<file path="config.mk">
export PLATFORM = sky130hd
export DESIGN_NAME = warp_issue_flat
export DESIGN_NICKNAME = d
export VERILOG_FILES = /design/src/rtl/warp_issue_if.sv /design/src/rtl/warp_issue.sv /design/src/flat_wrapper.sv
export SDC_FILE = /design/constraint.sdc
export NUM_CORES = 1
export LEC_CHECK = 0
export BUFFER_PORTS_ARGS = -buffer_cell sky130_fd_sc_hd__buf_2
export CAP_MARGIN = 20
export CORE_ASPECT_RATIO = 2
export CORE_MARGIN = 2
export CORE_UTILIZATION = 52
export CTS_CLUSTER_DIAMETER = 150
export CTS_CLUSTER_SIZE = 8
export DETAILED_ROUTE_END_ITERATION = 6
export PLACE_DENSITY = 0.84
export SLEW_MARGIN = 20
export SYNTH_ARGS = -nofsm -noshare
export SYNTH_HDL_FRONTEND = slang
export SYNTH_SLANG_ARGS = --single-unit
</file>
<file path="constraint.sdc">
create_clock -name clk -period 2.6 [get_ports clk]
set_input_delay 0.13 -clock clk [delete_from_list [all_inputs] [get_ports clk]]
set_output_delay 0.13 -clock clk [all_outputs]
set_load 0.1 [all_outputs]
</file>
<file path="src/rtl/warp_issue_if.sv">
// Decode-to-issue handshake plus the per-thread issue bus toward the SIMD lanes.
interface warp_issue_if;
  // Decode side
  logic        instr_valid;
  logic        instr_ready;
  logic [4:0]  dec_func5;
  logic [17:0] dec_imm;
  logic [3:0]  dec_rs1;
  logic [3:0]  dec_rs2;
  logic [3:0]  dec_rd;
  logic [11:0] dec_ctrl;
  // Lane side
  logic [3:0]  thread_num;
  logic [4:0]  func5;
  logic [17:0] imm;
  logic [3:0]  rs1;
  logic [3:0]  rs2;
  logic [3:0]  rd;
  logic [10:0] iss_ctrl;

  // Decode / lane consumer view
  modport master (
    output instr_valid, dec_func5, dec_imm, dec_rs1, dec_rs2, dec_rd, dec_ctrl,
    input  instr_ready, thread_num, func5, imm, rs1, rs2, rd, iss_ctrl
  );

  // Issue stage view
  modport slave (
    input  instr_valid, dec_func5, dec_imm, dec_rs1, dec_rs2, dec_rd, dec_ctrl,
    output instr_ready, thread_num, func5, imm, rs1, rs2, rd, iss_ctrl
  );
endinterface

</file>
<file path="src/rtl/warp_issue.sv">
// Warp issue stage: replays each accepted instruction once per thread (barrel
// interleave), spaces accepts by the write-back latency, and drains on halt.
// Optional feature macro: ISSUE_PERF_CNT_EN (issued / bubble performance counters).
module warp_issue #(
  parameter int unsigned NUM_THREADS  = 16,
  parameter int unsigned MIN_GAP      = 13,
  parameter int unsigned DRAIN_CYCLES = 16
) (
  input  logic         clk,
  input  logic         rst,
  input  logic         start,
  warp_issue_if.slave  bus,
  output logic         done,
  output logic [31:0]  perf_issued,
  output logic [31:0]  perf_bubble
);

  localparam int unsigned SPACING = (NUM_THREADS > MIN_GAP) ? NUM_THREADS : MIN_GAP;
  localparam int unsigned SLOT_W  = (SPACING > 1) ? $clog2(SPACING) : 1;
  localparam int unsigned DRAIN_W = (DRAIN_CYCLES > 0) ? $clog2(DRAIN_CYCLES + 1) : 1;
  localparam logic [3:0]  THR_LAST = 4'(NUM_THREADS - 1);

  typedef enum logic [1:0] {S_IDLE, S_RUN, S_DRAIN, S_DONE} state_t;

  state_t              r_state, w_state_nxt;
  logic [SLOT_W-1:0]   r_slot, w_slot_nxt;
  logic [3:0]          r_thr, w_thr_nxt;
  logic                r_busy, w_busy_nxt;
  logic [DRAIN_W-1:0]  r_drain, w_drain_nxt;
  logic                w_accept, w_emit;
  logic [3:0]          w_emit_thr;
  logic                w_ready_nxt, w_done_nxt;

  logic [4:0]  r_lat_func5;
  logic [17:0] r_lat_imm;
  logic [3:0]  r_lat_rs1, r_lat_rs2, r_lat_rd;
  logic [10:0] r_lat_ctrl;

  logic [4:0]  w_src_func5;
  logic [17:0] w_src_imm;
  logic [3:0]  w_src_rs1, w_src_rs2, w_src_rd;
  logic [10:0] w_src_ctrl;

  logic        r_ready, r_done;
  logic [3:0]  r_thread_num;
  logic [4:0]  r_func5;
  logic [17:0] r_imm;
  logic [3:0]  r_rs1, r_rs2, r_rd;
  logic [10:0] r_iss_ctrl;

  // Thread 0 issues in the accept cycle's successor, so it bypasses the latch
  assign w_src_func5 = w_accept ? bus.dec_func5       : r_lat_func5;
  assign w_src_imm   = w_accept ? bus.dec_imm         : r_lat_imm;
  assign w_src_rs1   = w_accept ? bus.dec_rs1         : r_lat_rs1;
  assign w_src_rs2   = w_accept ? bus.dec_rs2         : r_lat_rs2;
  assign w_src_rd    = w_accept ? bus.dec_rd          : r_lat_rd;
  assign w_src_ctrl  = w_accept ? bus.dec_ctrl[10:0]  : r_lat_ctrl;

  // FSM and replay counters
  always_ff @(posedge clk) begin
    if (rst) begin
      r_state <= S_IDLE;
      r_slot  <= '0;
      r_thr   <= '0;
      r_busy  <= 1'b0;
      r_drain <= '0;
    end else begin
      r_state <= w_state_nxt;
      r_slot  <= w_slot_nxt;
      r_thr   <= w_thr_nxt;
      r_busy  <= w_busy_nxt;
      r_drain <= w_drain_nxt;
    end
  end

  // Next state, accept decision and which thread (if any) issues next cycle
  always_comb begin
    w_state_nxt = r_state;
    w_slot_nxt  = r_slot;
    w_thr_nxt   = r_thr;
    w_busy_nxt  = r_busy;
    w_drain_nxt = r_drain;
    w_accept    = 1'b0;
    w_emit      = 1'b0;
    w_emit_thr  = '0;
    case (r_state)
      S_IDLE: begin
        if (start) begin
          w_state_nxt = S_RUN;
          w_slot_nxt  = '0;
          w_thr_nxt   = '0;
          w_busy_nxt  = 1'b0;
        end
      end
      S_RUN: begin
        w_accept = bus.instr_valid & r_ready;
        if (r_slot != '0) w_slot_nxt = r_slot - SLOT_W'(1);
        if (r_busy) begin
          w_emit     = 1'b1;
          w_emit_thr = r_thr;
          if (r_thr == THR_LAST) begin
            w_busy_nxt = 1'b0;
            w_thr_nxt  = '0;
          end else begin
            w_thr_nxt  = r_thr + 4'd1;
          end
        end
        if (w_accept) begin
          if (bus.dec_ctrl[11]) begin
            w_busy_nxt  = 1'b0;
            w_drain_nxt = DRAIN_W'(DRAIN_CYCLES);
            w_state_nxt = (DRAIN_CYCLES == 0) ? S_DONE : S_DRAIN;
          end else begin
            w_emit     = 1'b1;
            w_emit_thr = '0;
            w_slot_nxt = SLOT_W'(SPACING - 1);
            w_thr_nxt  = 4'd1;
            w_busy_nxt = (NUM_THREADS > 1);
          end
        end
      end
      S_DRAIN: begin
        if (r_drain <= DRAIN_W'(1)) w_state_nxt = S_DONE;
        else                        w_drain_nxt = r_drain - DRAIN_W'(1);
      end
      S_DONE: ;
      default: w_state_nxt = S_IDLE;
    endcase
    w_ready_nxt = (w_state_nxt == S_RUN) && (w_slot_nxt == '0);
    w_done_nxt  = (w_state_nxt == S_DONE);
  end

  // Hold the accepted instruction for the rest of the replay
  always_ff @(posedge clk) begin
    if (rst) begin
      r_lat_func5 <= '0;
      r_lat_imm   <= '0;
      r_lat_rs1   <= '0;
      r_lat_rs2   <= '0;
      r_lat_rd    <= '0;
      r_lat_ctrl  <= '0;
    end else if (w_accept) begin
      r_lat_func5 <= bus.dec_func5;
      r_lat_imm   <= bus.dec_imm;
      r_lat_rs1   <= bus.dec_rs1;
      r_lat_rs2   <= bus.dec_rs2;
      r_lat_rd    <= bus.dec_rd;
      r_lat_ctrl  <= bus.dec_ctrl[10:0];
    end
  end

  // Registered outputs; non-issue cycles are all-zero bubbles
  always_ff @(posedge clk) begin
    if (rst) begin
      r_ready      <= 1'b0;
      r_done       <= 1'b0;
      r_thread_num <= '0;
      r_func5      <= '0;
      r_imm        <= '0;
      r_rs1        <= '0;
      r_rs2        <= '0;
      r_rd         <= '0;
      r_iss_ctrl   <= '0;
    end else begin
      r_ready      <= w_ready_nxt;
      r_done       <= w_done_nxt;
      r_thread_num <= w_emit ? w_emit_thr  : 4'd0;
      r_func5      <= w_emit ? w_src_func5 : 5'd0;
      r_imm        <= w_emit ? w_src_imm   : 18'd0;
      r_rs1        <= w_emit ? w_src_rs1   : 4'd0;
      r_rs2        <= w_emit ? w_src_rs2   : 4'd0;
      r_rd         <= w_emit ? w_src_rd    : 4'd0;
      r_iss_ctrl   <= w_emit ? w_src_ctrl  : 11'd0;
    end
  end

  assign bus.instr_ready = r_ready;
  assign bus.thread_num  = r_thread_num;
  assign bus.func5       = r_func5;
  assign bus.imm         = r_imm;
  assign bus.rs1         = r_rs1;
  assign bus.rs2         = r_rs2;
  assign bus.rd          = r_rd;
  assign bus.iss_ctrl    = r_iss_ctrl;
  assign done            = r_done;

`ifdef ISSUE_PERF_CNT_EN
  logic [31:0] r_perf_issued, r_perf_bubble;

  // Saturating counts of issue slots and RUN-state bubbles, updated with the outputs
  always_ff @(posedge clk) begin
    if (rst) begin
      r_perf_issued <= '0;
      r_perf_bubble <= '0;
    end else begin
      if (w_emit && (r_perf_issued != 32'hFFFF_FFFF))
        r_perf_issued <= r_perf_issued + 32'd1;
      if ((r_state == S_RUN) && !w_emit && (r_perf_bubble != 32'hFFFF_FFFF))
        r_perf_bubble <= r_perf_bubble + 32'd1;
    end
  end

  assign perf_issued = r_perf_issued;
  assign perf_bubble = r_perf_bubble;
`else
  assign perf_issued = 32'd0;
  assign perf_bubble = 32'd0;
`endif

endmodule

</file>
<file path="src/flat_wrapper.sv">
// flat-port wrapper written by rule: the top's interface ports become plain ports
module warp_issue_flat 
#(
  parameter int unsigned NUM_THREADS  = 16,
  parameter int unsigned MIN_GAP      = 13,
  parameter int unsigned DRAIN_CYCLES = 16
)
  (clk, rst, start, done, perf_issued, perf_bubble, bus_instr_valid, bus_dec_func5, bus_dec_imm, bus_dec_rs1, bus_dec_rs2, bus_dec_rd, bus_dec_ctrl, bus_instr_ready, bus_thread_num, bus_func5, bus_imm, bus_rs1, bus_rs2, bus_rd, bus_iss_ctrl);
  warp_issue_if bus_i ();
  input  logic clk;
  input  logic rst;
  input  logic start;
  output logic done;
  output logic [31:0] perf_issued;
  output logic [31:0] perf_bubble;
  input wire logic [$bits(bus_i.instr_valid)-1:0] bus_instr_valid;
  input wire logic [$bits(bus_i.dec_func5)-1:0] bus_dec_func5;
  input wire logic [$bits(bus_i.dec_imm)-1:0] bus_dec_imm;
  input wire logic [$bits(bus_i.dec_rs1)-1:0] bus_dec_rs1;
  input wire logic [$bits(bus_i.dec_rs2)-1:0] bus_dec_rs2;
  input wire logic [$bits(bus_i.dec_rd)-1:0] bus_dec_rd;
  input wire logic [$bits(bus_i.dec_ctrl)-1:0] bus_dec_ctrl;
  output wire logic [$bits(bus_i.instr_ready)-1:0] bus_instr_ready;
  output wire logic [$bits(bus_i.thread_num)-1:0] bus_thread_num;
  output wire logic [$bits(bus_i.func5)-1:0] bus_func5;
  output wire logic [$bits(bus_i.imm)-1:0] bus_imm;
  output wire logic [$bits(bus_i.rs1)-1:0] bus_rs1;
  output wire logic [$bits(bus_i.rs2)-1:0] bus_rs2;
  output wire logic [$bits(bus_i.rd)-1:0] bus_rd;
  output wire logic [$bits(bus_i.iss_ctrl)-1:0] bus_iss_ctrl;
  assign bus_i.instr_valid = bus_instr_valid;
  assign bus_i.dec_func5 = bus_dec_func5;
  assign bus_i.dec_imm = bus_dec_imm;
  assign bus_i.dec_rs1 = bus_dec_rs1;
  assign bus_i.dec_rs2 = bus_dec_rs2;
  assign bus_i.dec_rd = bus_dec_rd;
  assign bus_i.dec_ctrl = bus_dec_ctrl;
  assign bus_instr_ready = bus_i.instr_ready;
  assign bus_thread_num = bus_i.thread_num;
  assign bus_func5 = bus_i.func5;
  assign bus_imm = bus_i.imm;
  assign bus_rs1 = bus_i.rs1;
  assign bus_rs2 = bus_i.rs2;
  assign bus_rd = bus_i.rd;
  assign bus_iss_ctrl = bus_i.iss_ctrl;
  warp_issue #(.NUM_THREADS(NUM_THREADS), .MIN_GAP(MIN_GAP), .DRAIN_CYCLES(DRAIN_CYCLES)) u_core (.clk(clk), .rst(rst), .start(start), .bus(bus_i), .done(done), .perf_issued(perf_issued), .perf_bubble(perf_bubble));
endmodule
</file>
Word level (Yosys, flattened, before mapping)
Index checks and enable logic that the tools add are counted.
W data, S select, Z words.
- shift operators: 0
- bitwise operators: 3
- magnitude comparators: 1
- reductions and logical operators: 10
- equality and inequality tests: 9
- $mul: 0
- add/sub/neg operators: 3
- div/mod/pow operators: 0
- multiplexer cells: 40
- operator list (kind ; number):
    $mux W4 ; 15
    $mux W5 ; 4
    $mux W18 ; 1
    $pmux W4 S2 ; 2
    $mux W11 ; 1
    $mux W1 ; 10
    $pmux W5 S2 ; 1
    $mux W2 ; 4
    $ne A2 B2 Y1 const B ; 3
    $pmux W2 S3 ; 1
    $le A5 B1 Y1 const B ; 1
    $sub A5 B1 Y5 const B ; 1
    $add A4 B1 Y4 const B ; 1
    $eq A2 B1 Y1 const B ; 2
    $eq A2 B2 Y1 const B ; 2
    $eq A4 B4 Y1 const B ; 1
    $logic_not A4 Y1 ; 1
    $reduce_and A4 Y1 ; 1
    $reduce_bool A2 Y1 ; 2
    $reduce_bool A4 Y1 ; 1
    $sub A4 B1 Y4 const B ; 1
    $reduce_or A3 Y1 ; 1
    $logic_not A2 Y1 ; 1
    $ne A2 B1 Y1 const B ; 1
    other kinds (6) ; 7
- bits in writable memories: 0
- latch bits: 0
- input bits: 51
- memories: 0
- bits in read-only memories: 0
- flip-flop bits (word level): 114

Longest topological paths before layout
- word-level depth: 7
- gate-level depth with buffers: 7

Worst setup path after synthesis
Ideal clock, no wire load.
- kind: register to register
- start point: reg u_core.r_ready, in the netlist u_core.bus.instr_ready
- end point: reg u_core.r_func5[0], in the netlist u_core.bus.func5[0]
- clock period less this slack: 2.010 ns
- path buffers: 1
- arrival time: 1.943 ns
- library setup time: 0.066 ns
- stages on the path, launching flop included: 6
- setup slack: 0.590 ns
- path through: dfxtp_1 -> nand2_1 -> nor2_1 -> o21ai_1 -> clkbuf_1 -> nor2b_1
- cells in the longest elaborated chain, start to end: 5
- elaborated cells on any way between the ends: 7
- ends and longest elaborated chain (item ; line ; RTL):
    from (decl) ; warp_issue.sv:44 ; logic r_ready, r_done;
    from (signal assigned) ; warp_issue.sv:165 ; r_ready <= w_ready_nxt;
    $and A1 B1 Y1 * ; warp_issue.sv:96 ; w_accept = bus.instr_valid & r_ready;
    $mux W1 ; warp_issue.sv:108 ; if (w_accept) begin
    $mux W1 ; warp_issue.sv:86 ; case (r_state)
    $not A1 Y1 (no source line) ; -- ;
    $reduce_or A2 Y1 (no source line) ; -- ;
    to (signal assigned) ; warp_issue.sv:168 ; r_func5 <= w_emit ? w_src_func5 : 5'd0;
    to (decl) ; warp_issue.sv:46 ; logic [4:0] r_func5;
Mark *: on every way between the ends. The rest lies on a longest branch, timed or not.
A chain may end at the register's enable or synchronous reset.

Final worst setup path
- start point: reg u_core.r_state[0]
- end point: reg u_core.r_imm[13], in the netlist u_core.bus.imm[13]
- cells in the longest elaborated chain, start to end: 4
- elaborated cells on any way between the ends: 6
- ends and longest elaborated chain (item ; line ; RTL):
    from (decl) ; warp_issue.sv:25 ; state_t r_state, w_state_nxt;
    from (signal assigned) ; warp_issue.sv:68 ; r_state <= w_state_nxt;
    $eq A2 B1 Y1 * ; warp_issue.sv:86 ;
    $mux W1 ; warp_issue.sv:86 ;
    $not A1 Y1 (no source line) ; -- ;
    $reduce_or A2 Y1 (no source line) ; -- ;
    to (signal assigned) ; warp_issue.sv:169 ; r_imm <= w_emit ? w_src_imm : 18'd0;
    to (decl) ; warp_issue.sv:47 ; logic [17:0] r_imm;
Marked as above.

==> impl_metrics.py <==
metrics = {
    "power_and_ir_drop": {
        "peakVddDrop_mv": 0.575,
        "p_leak_uw": 0.00236,
        "power.density_nw_per_um2": 829,
    },
    "timing": {
        "timing.final.ws_setup_ps": 478,
        "slew_headroom_pct": 58.2,
        "fin_crit_sh_pct": 81.6,
        "hold_violations": 0,
        "period_needed_ps": 2120,
        "skew_ps": 7.11,
        "setup_viol": 0,
        "fin_setup_tns_ps": 0,
        "rsz0062_at_grt": "false",
        "fmax_mhz": 471,
        "tightest_slew_ps": 625,
        "slew_viol_final": 0,
    },
    "cts": {
        "clock_latency_ps": 400,
        "post_cts.repair.setup_buffers": 0,
        "cts.clk_slew.worst_paths_ps": 50,
        "cts_sinks": 114,
        "cts_tree": "built",
        "cts_root_buffer": "clkbuf_16",
        "ctsHtreeMaxLevel": 4,
        "cts.path.max_buffers": 2,
        "cts_resized": 0,
        "cts_made_buffers": 17,
        "cts_hold_buf": 28,
    },
    "layout": {
        "fillerInstances": 599,
        "antenna_cells": 0,
        "fin_nets": 675,
        "final_cell_mix": "dfxtp_1 (114), buf_2 (102), nand2_1 (97), conb_1 (64), a21oi_1 (55)",
        "final-seq-area_um2": 2280,
        "final_common_cell": "dfxtp_1",
        "multiInputGateArea_um2": 1710,
        "area_growth_syn_to_layout_pct": 27.2,
        "layout-drive-gt1-share_pct": 22.7,
    },
    "global_route": {
        "grt_pass1_wl_um": 15600,
        "grt.total_usage_pct": 22.7,
        "antenna_found_initial": 0,
        "grt-ovfl-total": 0,
        "grt_max_degree": 47,
        "grt_pass1_vias": 3449,
    },
    "critical_path": {
        "path_cells": "nand2b_1 -> nor2_4 -> buf_4 -> nand2_1 -> a21oi_1 -> nor2b_1",
        "r2r_end": "u_core.bus.imm[13]",
        "worstPathArrival_ps": 2450,
        "crit_required_ps": 2930,
        "crit_type": "register to register",
        "r2r_slack_ps": 480,
        "max_stage_delay_ps": 580,
        "worstPathMaxFanout": 28,
        "rr_worst_depth": 6,
        "critPathCaptureType": "register",
        "critPathSlowestCell": "nor2_4",
        "startpoint_type": "register",
        "worstReg2RegStart": "u_core.r_state[0]",
    },
    "flow_run": {
        "cap_violations": 0,
    },
    "worst_hold_path": {
        "min_to": "u_core.r_lat_rs1[2]",
        "hold_start": "bus_dec_rs1[2]",
        "worstHoldPathCells": 3,
        "hold_class": "input pin to register",
    },
    "drt": {
        "drcViolationCount": 0,
        "wl_um": 9910,
        "first_pass_iters": 5,
        "drt_iter0_drc": 210,
        "post_drt_wl_per_cell_um": 13.6,
        "vias": 3533,
        "ant_nets": 0,
        "vias_per_cell": 4.85,
    },
    "synthesis": {
        "synthCells": 489,
        "ys_ff_latch": 114,
        "synth_compound_area_share_pct": 10.9,
        "syn_area_um2": 4340,
        "ys_warn_count": 0,
        "synth_xor_area_share_pct": 0.404,
        "muxShareOfSynthArea_pct": 0,
        "synth-adder-area-share_pct": 1.15,
        "synth_simple_gate_area_share_pct": 20.9,
        "synthDistinctLibCells": 42,
        "synth.avg_cell_area_um2": 8.88,
        "synth-seq-area-share_pct": 52.6,
        "synth_top_family_by_area": "simple AND/OR/NAND/NOR gates",
    },
    "floorplanning": {
        "io_pins": 167,
        "placementRows": 47,
        "dieArea_um2": 9140,
        "die_w_um": 68.6,
        "core_area_um2": 8170,
        "fp.dieH_um": 133,
        "initial_core_util_pct": 53.1,
    },
    "run_status": {
        "outcome": "finished, final reports clean",
    },
    "place": {
        "dp_hpwl_um": 6340,
        "pre_cts_ws_ps": 542,
        "port_buffers": 102,
        "place_congestion": 0.814,
    },
}
## cell type report
cell class                 instances  share of cell area (%)
sequential                       114                    41.3
multi-input combinational        344                    30.9
timing repair buffer             136                    15.1
clock buffer                      24                    8.91
tap                               98                    2.22
clock inverter                     6                   0.997
inverter                           7                   0.476
## Yosys cell counts (all sizes together)
master,instances,area [um^2]
o21bai,2,15.0
a32oi,1,8.76
o21a,1,7.51
ha,4,50.1
and2b,1,7.51
xor2,1,8.76
conb,1,3.75
a31oi,2,12.5
a22oi,3,22.5
a21oi,55,275
nor2,20,75.1
o211ai,1,7.51
nand4b,1,8.76
a21bo,1,10.0
buf,74,529
and2,4,25.0
a221oi,1,15.0
nand3b,1,7.51
o21ai,11,55.1
nor3,4,20.0
a41oi,1,8.76
inv,7,26.3
a311oi,1,8.76
nand2b,2,12.5
clkbuf,13,50.0
xnor2,1,8.76
dfxtp,114,2280
nand2,97,364
a211oi,2,20.0
nor2b,49,309
nor3b,2,15.0
or4,1,11.3
nand3,8,45.0
nand4,1,6.26
a21o,1,7.51
## stage by stage
stage | hold slack [ps] | util (%) | instances | power [uW] | cell area, um^2
global placement | 385 | 57.4 | 671 | 2450 | 4690
CTS | 0.0442 | 67.5 | 729 | 4580 | 5520
floorplan | 223 | - | 552 | 2450 | 4580
global route | 7.91 | 67.5 | 729 | 4720 | 5520
finish | 8.13 | 67.5 | 729 | 4580 | 5520
detailed placement | 397 | 57.4 | 671 | 2460 | 4690
## power breakdown
part           total, uW  switching (uW)  internal, uW
combinational        669             563           106
clock               2110             717          1390
sequential          1800            18.7          1780
## logic make-up (layout without fill, tap and decap cells)
kind of cell | Yosys count | in the layout
flip-flops | 114 | 114
XOR/XNOR | 2 | 2
other | 1 | 64
adder cells (fa/ha/maj) | 4 | 4
buffers and inverters | 94 | 173
AO/OA/AOI/OAI | 83 | 83
AND/OR/NAND/NOR | 191 | 191
## sequential cells by signal, summed over array words and instances, names as in the netlist, 5 cells and up
register and cells:
u_core.r_lat_ctrl 11, u_core.r_lat_func5 5, u_core.bus.iss_ctrl 11, u_core.bus.func5 5
u_core.r_drain 5, u_core.r_lat_imm 18, u_core.bus.imm 18
## critical path: cells and delay by family, from the launching register on
kind                   cells  cell delay, ps
AO/OA/AOI/OAI              1             180
buffers and inverters      1             320
AND/OR/NAND/NOR            4            1090
flip-flops                 1             450
## metal layers
metal	vias to the layer above	track usage (%)	wire length, um	share of wire (%)
li1	1705	-	-	-
met1	1636	21.3	3270	33
met2	160	41.4	5720	58
met3	32	6.08	587	5.9
met4	0	12.2	329	3.3
met5	-	0	0	0
## worst max path at each step
stage | to | from | cells past startpoint | slack (ps)
CTS | u_core.bus.imm[1] | u_core.r_state[0] | 6 | 480
detailed placement | u_core.bus.iss_ctrl[4] | u_core.r_state[0] | 6 | 540
finish | u_core.bus.imm[13] | u_core.r_state[0] | 6 | 480
global placement | u_core.bus.imm[12] | u_core.r_state[0] | 6 | 660
global route | u_core.bus.imm[13] | u_core.r_state[0] | 6 | 270
floorplan | u_core.bus.func5[0] | u_core.bus.instr_ready | 5 | 590
(Power assumes the default switching activity.)
